`src/rtl/event_blink.sv`:
```
// Event-driven LED blinker: every accepted event produces one fixed-length blink
// followed by a minimum off-gap; events arriving during a blink are queued.
module event_blink #(
  parameter int unsigned ON_CYCLES  = 5000000,
  parameter int unsigned OFF_CYCLES = 5000000,
  parameter int unsigned PEND_W     = 4
) (
  input  logic              clk,
  input  logic              rst,
  input  logic              event_in,
  output logic              led_out,
  output logic              busy,
  output logic [PEND_W-1:0] pending,
  output logic              overflow
);

  localparam logic [23:0] ON_LOAD  = 24'(ON_CYCLES - 1);
  localparam logic [23:0] OFF_LOAD = 24'(OFF_CYCLES - 1);

  typedef enum logic [1:0] {
    IDLE = 2'd0,
    ON   = 2'd1,
    GAP  = 2'd2
  } state_t;

  state_t            r_state;
  logic [23:0]       r_cnt;
  logic              r_led;
  logic              r_busy;
  logic [PEND_W-1:0] r_pend;
  logic              r_ovf;

  state_t            w_state;
  logic [23:0]       w_cnt;
  logic [PEND_W-1:0] w_pend;
  logic              w_ovf;
  logic              w_inc;
  logic              w_cnt_zero;

  assign w_cnt_zero = (r_cnt == '0);

  always_comb begin
    w_state = r_state;
    w_cnt   = r_cnt;
    w_pend  = r_pend;
    w_ovf   = r_ovf;
    w_inc   = 1'b0;

    case (r_state)
      IDLE: begin
        if (event_in) begin
          w_state = ON;
          w_cnt   = ON_LOAD;
        end
      end

      ON: begin
        w_inc = event_in;
        if (w_cnt_zero) begin
          w_state = GAP;
          w_cnt   = OFF_LOAD;
        end else begin
          w_cnt = r_cnt - 24'd1;
        end
      end

      GAP: begin
        if (w_cnt_zero) begin
          // Exit edge: a queued event wins; a same-edge event then replaces the
          // one consumed, otherwise a fresh event starts the blink directly.
          if (r_pend != '0) begin
            w_state = ON;
            w_cnt   = ON_LOAD;
            if (!event_in) begin
              w_pend = r_pend - 1'b1;
            end
          end else if (event_in) begin
            w_state = ON;
            w_cnt   = ON_LOAD;
          end else begin
            w_state = IDLE;
          end
        end else begin
          w_cnt = r_cnt - 24'd1;
          w_inc = event_in;
        end
      end

      default: begin
        w_state = IDLE;
        w_cnt   = '0;
        w_pend  = '0;
      end
    endcase

    if (w_inc) begin
      if (r_pend == '1) begin
        w_ovf = 1'b1;
      end else begin
        w_pend = r_pend + 1'b1;
      end
    end
  end

  always_ff @(posedge clk or posedge rst) begin
    if (rst) begin
      r_state <= IDLE;
      r_cnt   <= '0;
      r_led   <= 1'b0;
      r_busy  <= 1'b0;
      r_pend  <= '0;
      r_ovf   <= 1'b0;
    end else begin
      r_state <= w_state;
      r_cnt   <= w_cnt;
      r_led   <= (w_state == ON);
      r_busy  <= (w_state != IDLE);
      r_pend  <= w_pend;
      r_ovf   <= w_ovf;
    end
  end

  assign led_out  = r_led;
  assign busy     = r_busy;
  assign pending  = r_pend;
  assign overflow = r_ovf;

endmodule

```
`config.mk`:
```
export PLATFORM = sky130hd
export DESIGN_NAME = event_blink
export DESIGN_NICKNAME = d
export VERILOG_FILES = /design/src/rtl/event_blink.sv
export SDC_FILE = /design/constraint.sdc
export NUM_CORES = 1
export LEC_CHECK = 0
export BUFFER_PORTS_ARGS = -buffer_cell sky130_fd_sc_hd__clkbuf_2
export CAP_MARGIN = 0
export CORE_UTILIZATION = 35
export CTS_CLUSTER_SIZE = 30
export DETAILED_ROUTE_END_ITERATION = 10
export HOLD_SLACK_MARGIN = 0.02
export PLACE_DENSITY = 0.49
export SYNTH_ARGS = -nofsm -noshare
export SYNTH_HDL_FRONTEND = slang
export SYNTH_SLANG_ARGS = --single-unit
export TNS_END_PERCENT = 1
```
`constraint.sdc`:
```
create_clock -name clk -period 3.13 [get_ports clk]
set_input_delay 0 -clock clk [delete_from_list [all_inputs] [get_ports clk]]
set_output_delay 0 -clock clk [all_outputs]
set_load 0.01 [all_outputs]
```
* After elaboration in Yosys (flattened, before gate mapping)
Cells that the tools add are included.
Storage, ports and cells: register bits 33, input bits 3, output and inout bits 7, logic and storage cells 38
Operators by class: add/subtract/negate cells 3, equal/unequal tests 4, muxes and demuxes 19, reductions and logical operators 6
Operators by type and width (number):
- $mux 24 | 4
- $pmux 24 s3 | 1
- $logic_not 24->1 | 1
- $sub 24x1->24 const B | 1
- $mux 4 | 5
- $pmux 4 s2 | 1
- $mux 2 | 3
- $pmux 2 s3 | 1
- $add 4x1->4 const B | 1
- $eq 2x1->1 const B | 2
- $eq 4x4->1 const B | 1
- $reduce_bool 4->1 | 1
- $sub 4x1->4 const B | 1
- $mux 1 | 3
- $eq 2x2->1 const B | 1
- $logic_not 2->1 | 1
- $pmux 1 s2 | 1
- $reduce_and 2->1 | 1
- $reduce_bool 2->1 | 1
- $reduce_or 2->1 | 1

* Logic depth before layout (Yosys ltp)
Gate-level depths: netlist of the first run.
word-level depth 7, gate-level depth with buffers 9, depth with buffers taken out 8

* Worst setup path before layout of the first run
Ideal clock, no wire load.
path kind flip-flop to flip-flop, start point reg r_cnt[12], end point reg r_cnt[17], library setup time 87 ps, arrival 2383 ps, path slack 660 ps, stages on the path, launching flop included 8, path buffers 1, clock period less this slack 2470 ps, cells stage by stage dfrtp_1 > or4_4 > or4_4 > nor3_4 > a31o_2 > buf_4 > o21ba_1 > a211oi_2
On the way: longest elaborated chain between the ends 3, elaborated cells between the ends (all ways) 5
RTL lines:
- start, declared | RTL line 27 | logic [23:0] r_cnt;
- start signal, assigned | RTL line 115 | r_cnt <= w_cnt;
- $sub 24x1->24 / $logic_not 24->1 (equally long branches) | RTL line 63, 84, 40
- $mux 24 (on tied branches) | RTL line 68, 59
- $pmux 24 s3 (*) | RTL line 49 | case (r_state)
- named net w_cnt[17] | RTL line 34 | logic [23:0] w_cnt;
The timed path passes the listed nets; every way through them passes the cells marked *. A chain may end at the register's enable or synchronous reset.

* Final worst setup path of the first run
start point reg r_cnt[12], end point reg r_pend[1], in the netlist pending[1]
On the way: longest elaborated chain between the ends 5, elaborated cells between the ends (all ways) 7
RTL lines:
- $logic_not 24->1 (*) | RTL line 40 | assign w_cnt_zero = (r_cnt == '0);
- $mux 4 | RTL line 68 | if (w_cnt_zero) begin
- $pmux 4 s2 | RTL line 49
- $mux 4 | RTL line 97 | if (r_pend == '1) begin
- $mux 4 (*) | RTL line 96 | if (w_inc) begin
- named net w_pend[1] | RTL line 35 | logic [PEND_W-1:0] w_pend;
- end signal, assigned | RTL line 118 | r_pend <= w_pend;
- end, declared | RTL line 30 | logic [PEND_W-1:0] r_pend;
Marks and branches as above.

==> results_dict.tcl, run 1 <==
set metrics [dict create \
    status "finished clean" \
    max-vdd-ir-drop_uv 386 \
    cts_tree "done" \
    fillers 614 \
    die_y_um 82.3 \
    cts_buffer_depth 2 \
    critPathTopFamily "simple AND/OR/NAND/NOR gates" \
    cp_num_cells 6 \
    startpoint "r_cnt[12]$_DFF_PP0_" \
    grt_pass1_wl_mm 9.85 \
    synth_top_area_frac 0.366 \
    cts_setup_buffers 0 \
    io_pins 10 \
    yosysSeqAreaShare 0.366 \
    hp-class "input port to asynchronous set/reset pin" \
    multi_input_area_um2 1340 \
    post-dp-hpwl_mm 4.21 \
    yosysUniqueCellTypes 49 \
    die_x_um 82.3 \
    synth_seq_cells 33 \
    crit_path_cell_trace "or4_4 > nor3_2 > nand3_2 > or3_1 > mux2_1 > a31oi_1" \
    worst-setup-path-type "flop to flop" \
    routabilityCongestion 0.855 \
    synthCells 268 \
    rr_startpoint "r_cnt[12]$_DFF_PP0_" \
    final_cell_mix "33 x dfrtp_1, 30 x o21ai_0, 29 x a21oi_1" \
    crit_fanout 8 \
    drive_above_1_share 0.125 \
    grtUsageTotal 0.196 \
    synth_ff_type "dfrtp_1" \
    yosys_warnings 0 \
    cts.clk_slew.worst_paths_ps 70 \
    cp-end-kind "flop" \
    power_leakage_nw 0.975 \
    start_util 0.372 \
    async_reset_ff_frac 1.00 \
    setup_violations 0 \
    syn_area_per_cell_um2 8.42 \
    firstDrtPassIters 4 \
    max_freq_mhz 368 \
    synth_edf_count 0 \
    rsz0062_at_grt "no" \
    final_common_cell "dfrtp_1" \
    drtAntennaViolNets 0 \
    maxSlewViolCount 0 \
    fp.dieArea_um2 6770 \
    timing.rr.end "pending[1]$_DFF_PP0_" \
    num_vias 1981 \
    grt_overflow 0 \
    syn2layout_area_growth_pct 9.65 \
    cp.required_ps 3330 \
    synth_area_leader_cell "dfrtp_1" \
    r2r_cells 6 \
    wirelength_mm 5.93 \
    post-route-min-period_ps 2720 \
    p_per_area_nw_per_um2 822 \
    drc 0 \
    wire_per_inst_um 16.8 \
    cts.htree.levels 2 \
    period_share 0.868 \
    cts_made_buffers 5 \
    grt_max_degree 34 \
    drt_iter0_drc 149 \
    power_mw 2.03 \
    diodes 0 \
    regArea_um2 826 \
    core_um2 6060 \
    cp_num_buf_inv 0 \
    worst_path_max_delay_cell "or4_4" \
    grt_pass1_vias 1885 \
    maxSlewHeadroom 0.449 \
    syn_area_um2 2260 \
    skew_ps 3.74 \
    crit_path_start_kind "flop" \
    cts_root_buf "clkbuf_8" \
    hold_viol 0 \
    cp-endpoint "pending[1]$_DFF_PP0_" \
    postLayoutCoreUtil 0.408 \
    cts_sinks 33 \
    arrival_ps 2920 \
    tightest_slew_ps 824 \
    antenna_found_initial 0 \
    nets 290 \
    drt-vias-per-instance 5.60 \
    tns_ps 0 \
    slowest_delay_ps 570 \
    io_buffers 9 \
    synthTopCellsByArea "dfrtp_1 37%, o21ai_0 6.7%, a21oi_1 6.4%" \
    synth_nets 280 \
    rows 28 \
    cap_violations 0 \
    clock_latency_ps 280 \
    reg2reg_slack_ps 410 \
]
## cells in the mapped netlist, drive strengths merged, types with 2 or more instances
master   n
nor2    22
or3      7
ha       9
a31oi    7
nor3    12
clkbuf  11
and3     2
xor2     5
o32ai    3
nor2b    3
o21ai   31
or2      5
nand3    6
dfrtp   33
nor4     8
o31ai    2
nand3b   4
nand2   15
or4      6
inv     12
a21oi   29
mux2     2
a211oi   6
nand2b   6
xnor2    5
## cell type report
type	instances	share of cell area
clock buffer	8	0.0324
inverter	12	0.0182
sequential	33	0.334
multi-input combinational	211	0.540
tap	75	0.0379
timing repair buffer	15	0.0374
## cell families after synthesis
kind of cell	synth area share
buffers and inverters	0.0416
adders and majority gates	0.0499
DFF	0.366
AOI/OAI and AO/OA	0.235
and+or+nand+nor	0.255
muxes	0.0144
xor gates and xnor gates	0.0388
## per-stage QoR
stage          hold WS [ps]  setup WS (ps)  instance area (µm²)  std cells
4_1_cts                 346            422                 2470        354
3_3_place_gp            114            467                 2380        345
2_1_floorplan           129            660                 2260        268
3_5_place_dp            111            447                 2380        345
6_report                342            412                 2470        354
5_1_grt                 382            309                 2470        354
## routing by layer
metal	global-route usage	vias to the layer above	wire length, µm
met5	0	-	0
met4	0.0667	0	96
met3	0.0352	8	188
met2	0.292	29	2500
met1	0.282	941	3140
li1	-	1003	-
## tightest hold or removal path, cell delays in order
cell	delay, ps
dlygate4sd3_1	530
clkbuf_2	100
inv_1	40
buf_4	370
## report_power, final
group	switching, mW	internal, mW
Combinational	0.555	0.394
Sequential	0.207	0.569
Clock	0.150	0.158
Total	0.911	1.12
## flip-flops by register name (all words and copies together) (netlist names)
name / cells
busy: 1
r_cnt: 24
pending: 4
r_state: 2
overflow: 1
led_out: 1
## what timing repair did
item / in CTS / in global routing
resized for setup: 0 / 0
hold endpoints to repair: 33 / 0
hold buffers: 1 / 0
## worst min path at each step
stage	startpoint	endpoint	slack, ps	cells after the start
finish	rst	busy$_DFF_PP0_	340	4
global route	event_in	r_cnt[4]$_DFF_PP0_	380	3
CTS	event_in	r_cnt[14]$_DFF_PP0_	350	3
detailed placement	rst	busy$_DFF_PP0_	110	3
global placement	rst	busy$_DFF_PP0_	110	3
floorplan	rst	busy$_DFF_PP0_	130	1
No activity file was read; power rests on OpenSTA's default activity.
==> run 2: changes to the inputs <==
Settings changed: CORE_ASPECT_RATIO set to 0.6.
==> results_dict.tcl, run 2 (synthesized netlist as in run 1, its figures left out) <==
set metrics [dict create \
    arrival_ps 2970 \
    wire_per_inst_um 17.0 \
    globalRouteMet2Util 0.252 \
    cts_made_buffers 5 \
    place_area_um2 2410 \
    rows 22 \
    period_share 0.882 \
    power_leakage_nw 0.984 \
    post-dp-hpwl_mm 4.41 \
    p_sw_frac 0.456 \
    die_y_um 64.2 \
    max-vdd-ir-drop_uv 288 \
    drtAntennaViolNets 0 \
    skew_ps 4.36 \
    drt-vias-per-instance 5.58 \
    worst_path_max_delay_cell "or4_4" \
    cap_violations 0 \
    antenna_found_initial 0 \
    grt_overflow 0 \
    power_mw 2.10 \
    intPower_mw 1.14 \
    p_per_area_nw_per_um2 838 \
    hp-class "input port to asynchronous set/reset pin" \
    nets 292 \
    slowest_delay_ps 570 \
    grt_util_met3 0.0429 \
    grtUsageTotal 0.198 \
    fin_area_um2 2500 \
    met1_usage 0.323 \
    drc 0 \
    max_freq_mhz 362 \
    maxSlewHeadroom 0.407 \
    crit_path_start_kind "flop" \
    cp-end-kind "flop" \
    top_usage_layer "met1" \
    tns_ps 0 \
    diodes 0 \
    num_vias 2036 \
    cts_root_buf "clkbuf_8" \
    tightest_slew_ps 885 \
    final_common_cell "dfrtp_1" \
    final_cell_mix "33 x dfrtp_1, 30 x o21ai_0, 29 x a21oi_1" \
    core_um2 6170 \
    fp.dieArea_um2 6780 \
    post-route-min-period_ps 2760 \
    wirelength_mm 6.20 \
    io_buffers 9 \
    cts_sinks 33 \
    cp.required_ps 3340 \
    drive_above_1_share 0.132 \
    status "finished clean" \
    largest_register "r_cnt" \
    drt_iter0_drc 180 \
    seq_power_share 0.367 \
    io_pins 10 \
    worst-setup-path-type "flop to flop" \
    p_sw_mw 0.955 \
    maxSlewViolCount 0 \
    crit_path_cell_trace "or4_4 > nor3_2 > nand3_2 > or3_1 > mux2_1 > a31oi_1" \
    power.clock.fraction 0.156 \
    critPathTopFamily "simple AND/OR/NAND/NOR gates" \
    grt_pass1_wl_mm 10.4 \
    clock_latency_ps 290 \
    cts.htree.levels 2 \
    largest_register_ffs 24 \
    die_x_um 106 \
    hold_viol 0 \
    cts.clk_slew.worst_paths_ps 70 \
    cts_buffer_depth 2 \
    syn2layout_area_growth_pct 10.8 \
    combPwrFrac 0.477 \
    routabilityCongestion 0.847 \
    cts_resized 0 \
    setup_violations 0 \
    start_util 0.366 \
    grt_pass1_vias 1885 \
    crit_fanout 8 \
    whs_ps 326 \
    cp_num_buf_inv 0 \
    cts_tree "done" \
    postLayoutCoreUtil 0.405 \
    firstDrtPassIters 5 \
    grt_max_degree 34 \
    rsz0062_at_grt "no" \
]
-- run 2: changes by cell type in the layout (fill, tap and decap cells not counted), sizes merged --
cell	before	now
buf	5	7
-- run 2: stage by stage --
stage                     worst slack (ps)  cells
after floorplan                        660    268
after global placement                 382    356
after detailed placement               391    356
after CTS                              368    365
after global routing                   189    365
final                                  369    365
-- run 2: repair_timing --
item / 4_1_cts / 5_1_grt
setup buffers: 0 / 0
endpoints found under the hold margin: 33 / 0
hold buffers: 1 / 0
-- run 2: layout make-up --
class	count	area, µm²
Clock buffer	8	80.1
Sequential cell	33	826
Timing Repair Buffer	17	108
Tap cell	84	105
Inverter	12	45.0
Multi-Input combinational cell	211	1340
Fill cell	639	3670
-- run 2: final timing paths --
check / start / cells after the start / to / slack [ps]
min in group clk: event_in / 3 / r_cnt[18]$_DFF_PP0_ / 340
setup / recovery: r_cnt[12]$_DFF_PP0_ / 6 / pending[1]$_DFF_PP0_ / 370
setup reg to reg: r_cnt[12]$_DFF_PP0_ / 6 / pending[1]$_DFF_PP0_ / 370
hold reg to reg: r_cnt[23]$_DFF_PP0_ / 1 / r_cnt[23]$_DFF_PP0_ / 480
max in group asynchronous: rst / 4 / r_cnt[6]$_DFF_PP0_ / 2470
hold / removal: rst / 4 / r_cnt[21]$_DFF_PP0_ / 330
-- run 2: power by group through the flow --
stage / sequential [mW] / combinational, mW / clock (mW)
final: 0.769 / 1.00 / 0.327
after CTS: 0.763 / 0.995 / 0.334
after detailed placement: 0.771 / 0.987 / 0
after global placement: 0.772 / 0.988 / 0
after global routing: 0.797 / 1.12 / 0.356
after floorplan: 0.725 / 0.719 / 0
-- run 2: per-layer routing --
metal  up-vias  wire (µm)  part of all wire
met5         -          0                 0
li1       1012          -                 -
met1       968       3590              0.58
met2        48       2250              0.36
met4         0         57            0.0092
met3         8        299             0.048
-- run 2: worst reg2reg max path, stage by stage, from the launching register on --
cell and delay [ps]:
dfrtp_1 420, or4_4 570, nor3_2 470, nand3_2 250, or3_1 480, mux2_1 330, a31oi_1 170
==> run 3: changes to the inputs <==
Settings changed: CTS_BUF_LIST set to sky130_fd_sc_hd__clkbuf_4 sky130_fd_sc_hd__clkbuf_8.
==> results_dict.tcl, run 3 (synthesized netlist as in run 1, its figures left out) <==
set metrics [dict create \
    power.clock.fraction 0.166 \
    rsz0062_at_grt "no" \
    antenna_found_initial 0 \
    num_vias 2052 \
    grt_pass1_wl_mm 10.4 \
    grt_pass1_vias 1884 \
    hold_viol 0 \
    cts.htree.levels 2 \
    tightest_slew_ps 861 \
    grtUsageTotal 0.198 \
    grt_overflow 0 \
    combPwrFrac 0.472 \
    fp.dieArea_um2 6780 \
    start_util 0.366 \
    io_buffers 9 \
    rr_startpoint "r_cnt[7]$_DFF_PP0_" \
    period_share 0.895 \
    cts_buffer_depth 2 \
    arrival_ps 3020 \
    syn2layout_area_growth_pct 11.3 \
    diodes 0 \
    worst-setup-path-type "flop to flop" \
    drt-vias-per-instance 5.62 \
    cp-endpoint "pending[1]$_DFF_PP0_" \
    cap_violations 0 \
    timing.rr.end "pending[1]$_DFF_PP0_" \
    post-dp-hpwl_mm 4.41 \
    drt_iter0_drc 170 \
    final_common_cell "dfrtp_1" \
    largest_register "r_cnt" \
    largest_register_ffs 24 \
    setup_violations 0 \
    worst_path_max_delay_cell "or4_4" \
    wire_per_inst_um 17.0 \
    cts_resized 0 \
    cp_num_cells 6 \
    slowest_delay_ps 590 \
    wirelength_mm 6.21 \
    r2r_cells 6 \
    cp.required_ps 3340 \
    p_sw_mw 0.957 \
    power_leakage_nw 0.995 \
    drive_above_1_share 0.142 \
    reg2reg_slack_ps 330 \
    cts_setup_buffers 0 \
    crit_path_start_kind "flop" \
    maxSlewHeadroom 0.424 \
    p_sw_frac 0.451 \
    drc 0 \
    firstDrtPassIters 5 \
    core_um2 6170 \
    cts_sinks 33 \
    cts_tree "done" \
    postCtsHoldBufs 1 \
    clock_latency_ps 290 \
    cts.clk_slew.worst_paths_ps 80 \
    p_per_area_nw_per_um2 846 \
    post-route-min-period_ps 2800 \
    skew_ps 8.92 \
    routabilityCongestion 0.847 \
    critPathTopFamily "simple AND/OR/NAND/NOR gates" \
    seq_power_share 0.362 \
    cts_made_buffers 5 \
    status "finished clean" \
    cp_num_buf_inv 0 \
    tns_ps 0 \
    crit_fanout 8 \
    drtAntennaViolNets 0 \
    final_cell_mix "33 x dfrtp_1, 30 x o21ai_0, 29 x a21oi_1" \
    maxSlewViolCount 0 \
    nets 292 \
    postLayoutCoreUtil 0.407 \
    die_x_um 106 \
    crit_path_cell_trace "or4_4 > nor3_2 > nand3_2 > or3_1 > mux2_1 > a31oi_1" \
    intPower_mw 1.17 \
    rows 22 \
    io_pins 10 \
    cp-end-kind "flop" \
    startpoint "r_cnt[7]$_DFF_PP0_" \
    grt_max_degree 34 \
    max_freq_mhz 357 \
    max-vdd-ir-drop_uv 290 \
    cts_root_buf "clkbuf_8" \
    die_y_um 64.2 \
    hp-class "input port to asynchronous set/reset pin" \
]
run 3: cell count changes in the layout (fill, tap and decap cells not counted):
cell      previous run  this run
clkbuf_1             3         0
clkbuf_4             0         3
run 3: worst min path at each step:
stage / from / endpoint / slack, ps / cells after the start
after floorplan: rst / busy$_DFF_PP0_ / 130 / 1
after global placement: rst / busy$_DFF_PP0_ / 110 / 3
after detailed placement: rst / busy$_DFF_PP0_ / 110 / 3
after CTS: event_in / r_cnt[18]$_DFF_PP0_ / 320 / 3
after global routing: event_in / r_cnt[19]$_DFF_PP0_ / 340 / 3
final: rst / r_cnt[21]$_DFF_PP0_ / 320 / 4
run 3: power by group through the flow:
| stage | registers [mW] | logic (mW) | clock network, mW |
|---|---|---|---|
| floorplan | 0.725 | 0.719 | 0 |
| global placement | 0.772 | 0.988 | 0 |
| finish | 0.770 | 1.00 | 0.352 |
| global route | 0.797 | 1.12 | 0.382 |
| detailed placement | 0.771 | 0.987 | 0 |
| CTS | 0.763 | 0.995 | 0.360 |
run 3: cell type report:
| class | count | area [µm²] |
|---|---|---|
| Multi-Input combinational cell | 211 | 1340 |
| Timing Repair Buffer | 17 | 108 |
| Tap cell | 84 | 105 |
| Clock buffer | 8 | 91.3 |
| Inverter | 12 | 45.0 |
| Sequential cell | 33 | 826 |
| Fill cell | 640 | 3650 |
run 3: worst min-delay path: cells and delay by family:
family / cells / cell delay, ps
buffers and inverters: 4 / 1050
run 3: stage by stage:
stage          cells  cell area [µm²]  power [mW]  worst slack, ps  hold slack [ps]
2_1_floorplan    268             2260        1.44              660              129
3_3_place_gp     356             2410        1.76              382              110
3_5_place_dp     356             2410        1.76              391              114
4_1_cts          365             2510        2.12              368              317
5_1_grt          365             2510        2.30              185              345
6_report         365             2510        2.12              328              323
run 3: layer usage:
metal,GRT usage,share of wire,wire length (µm),up-vias
met3,0.0429,0.056,345,8
met5,0,0,0,-
met1,0.323,0.57,3520,973
li1,-,-,-,1010
met4,0.0469,0.0089,55,0
met2,0.251,0.37,2290,61
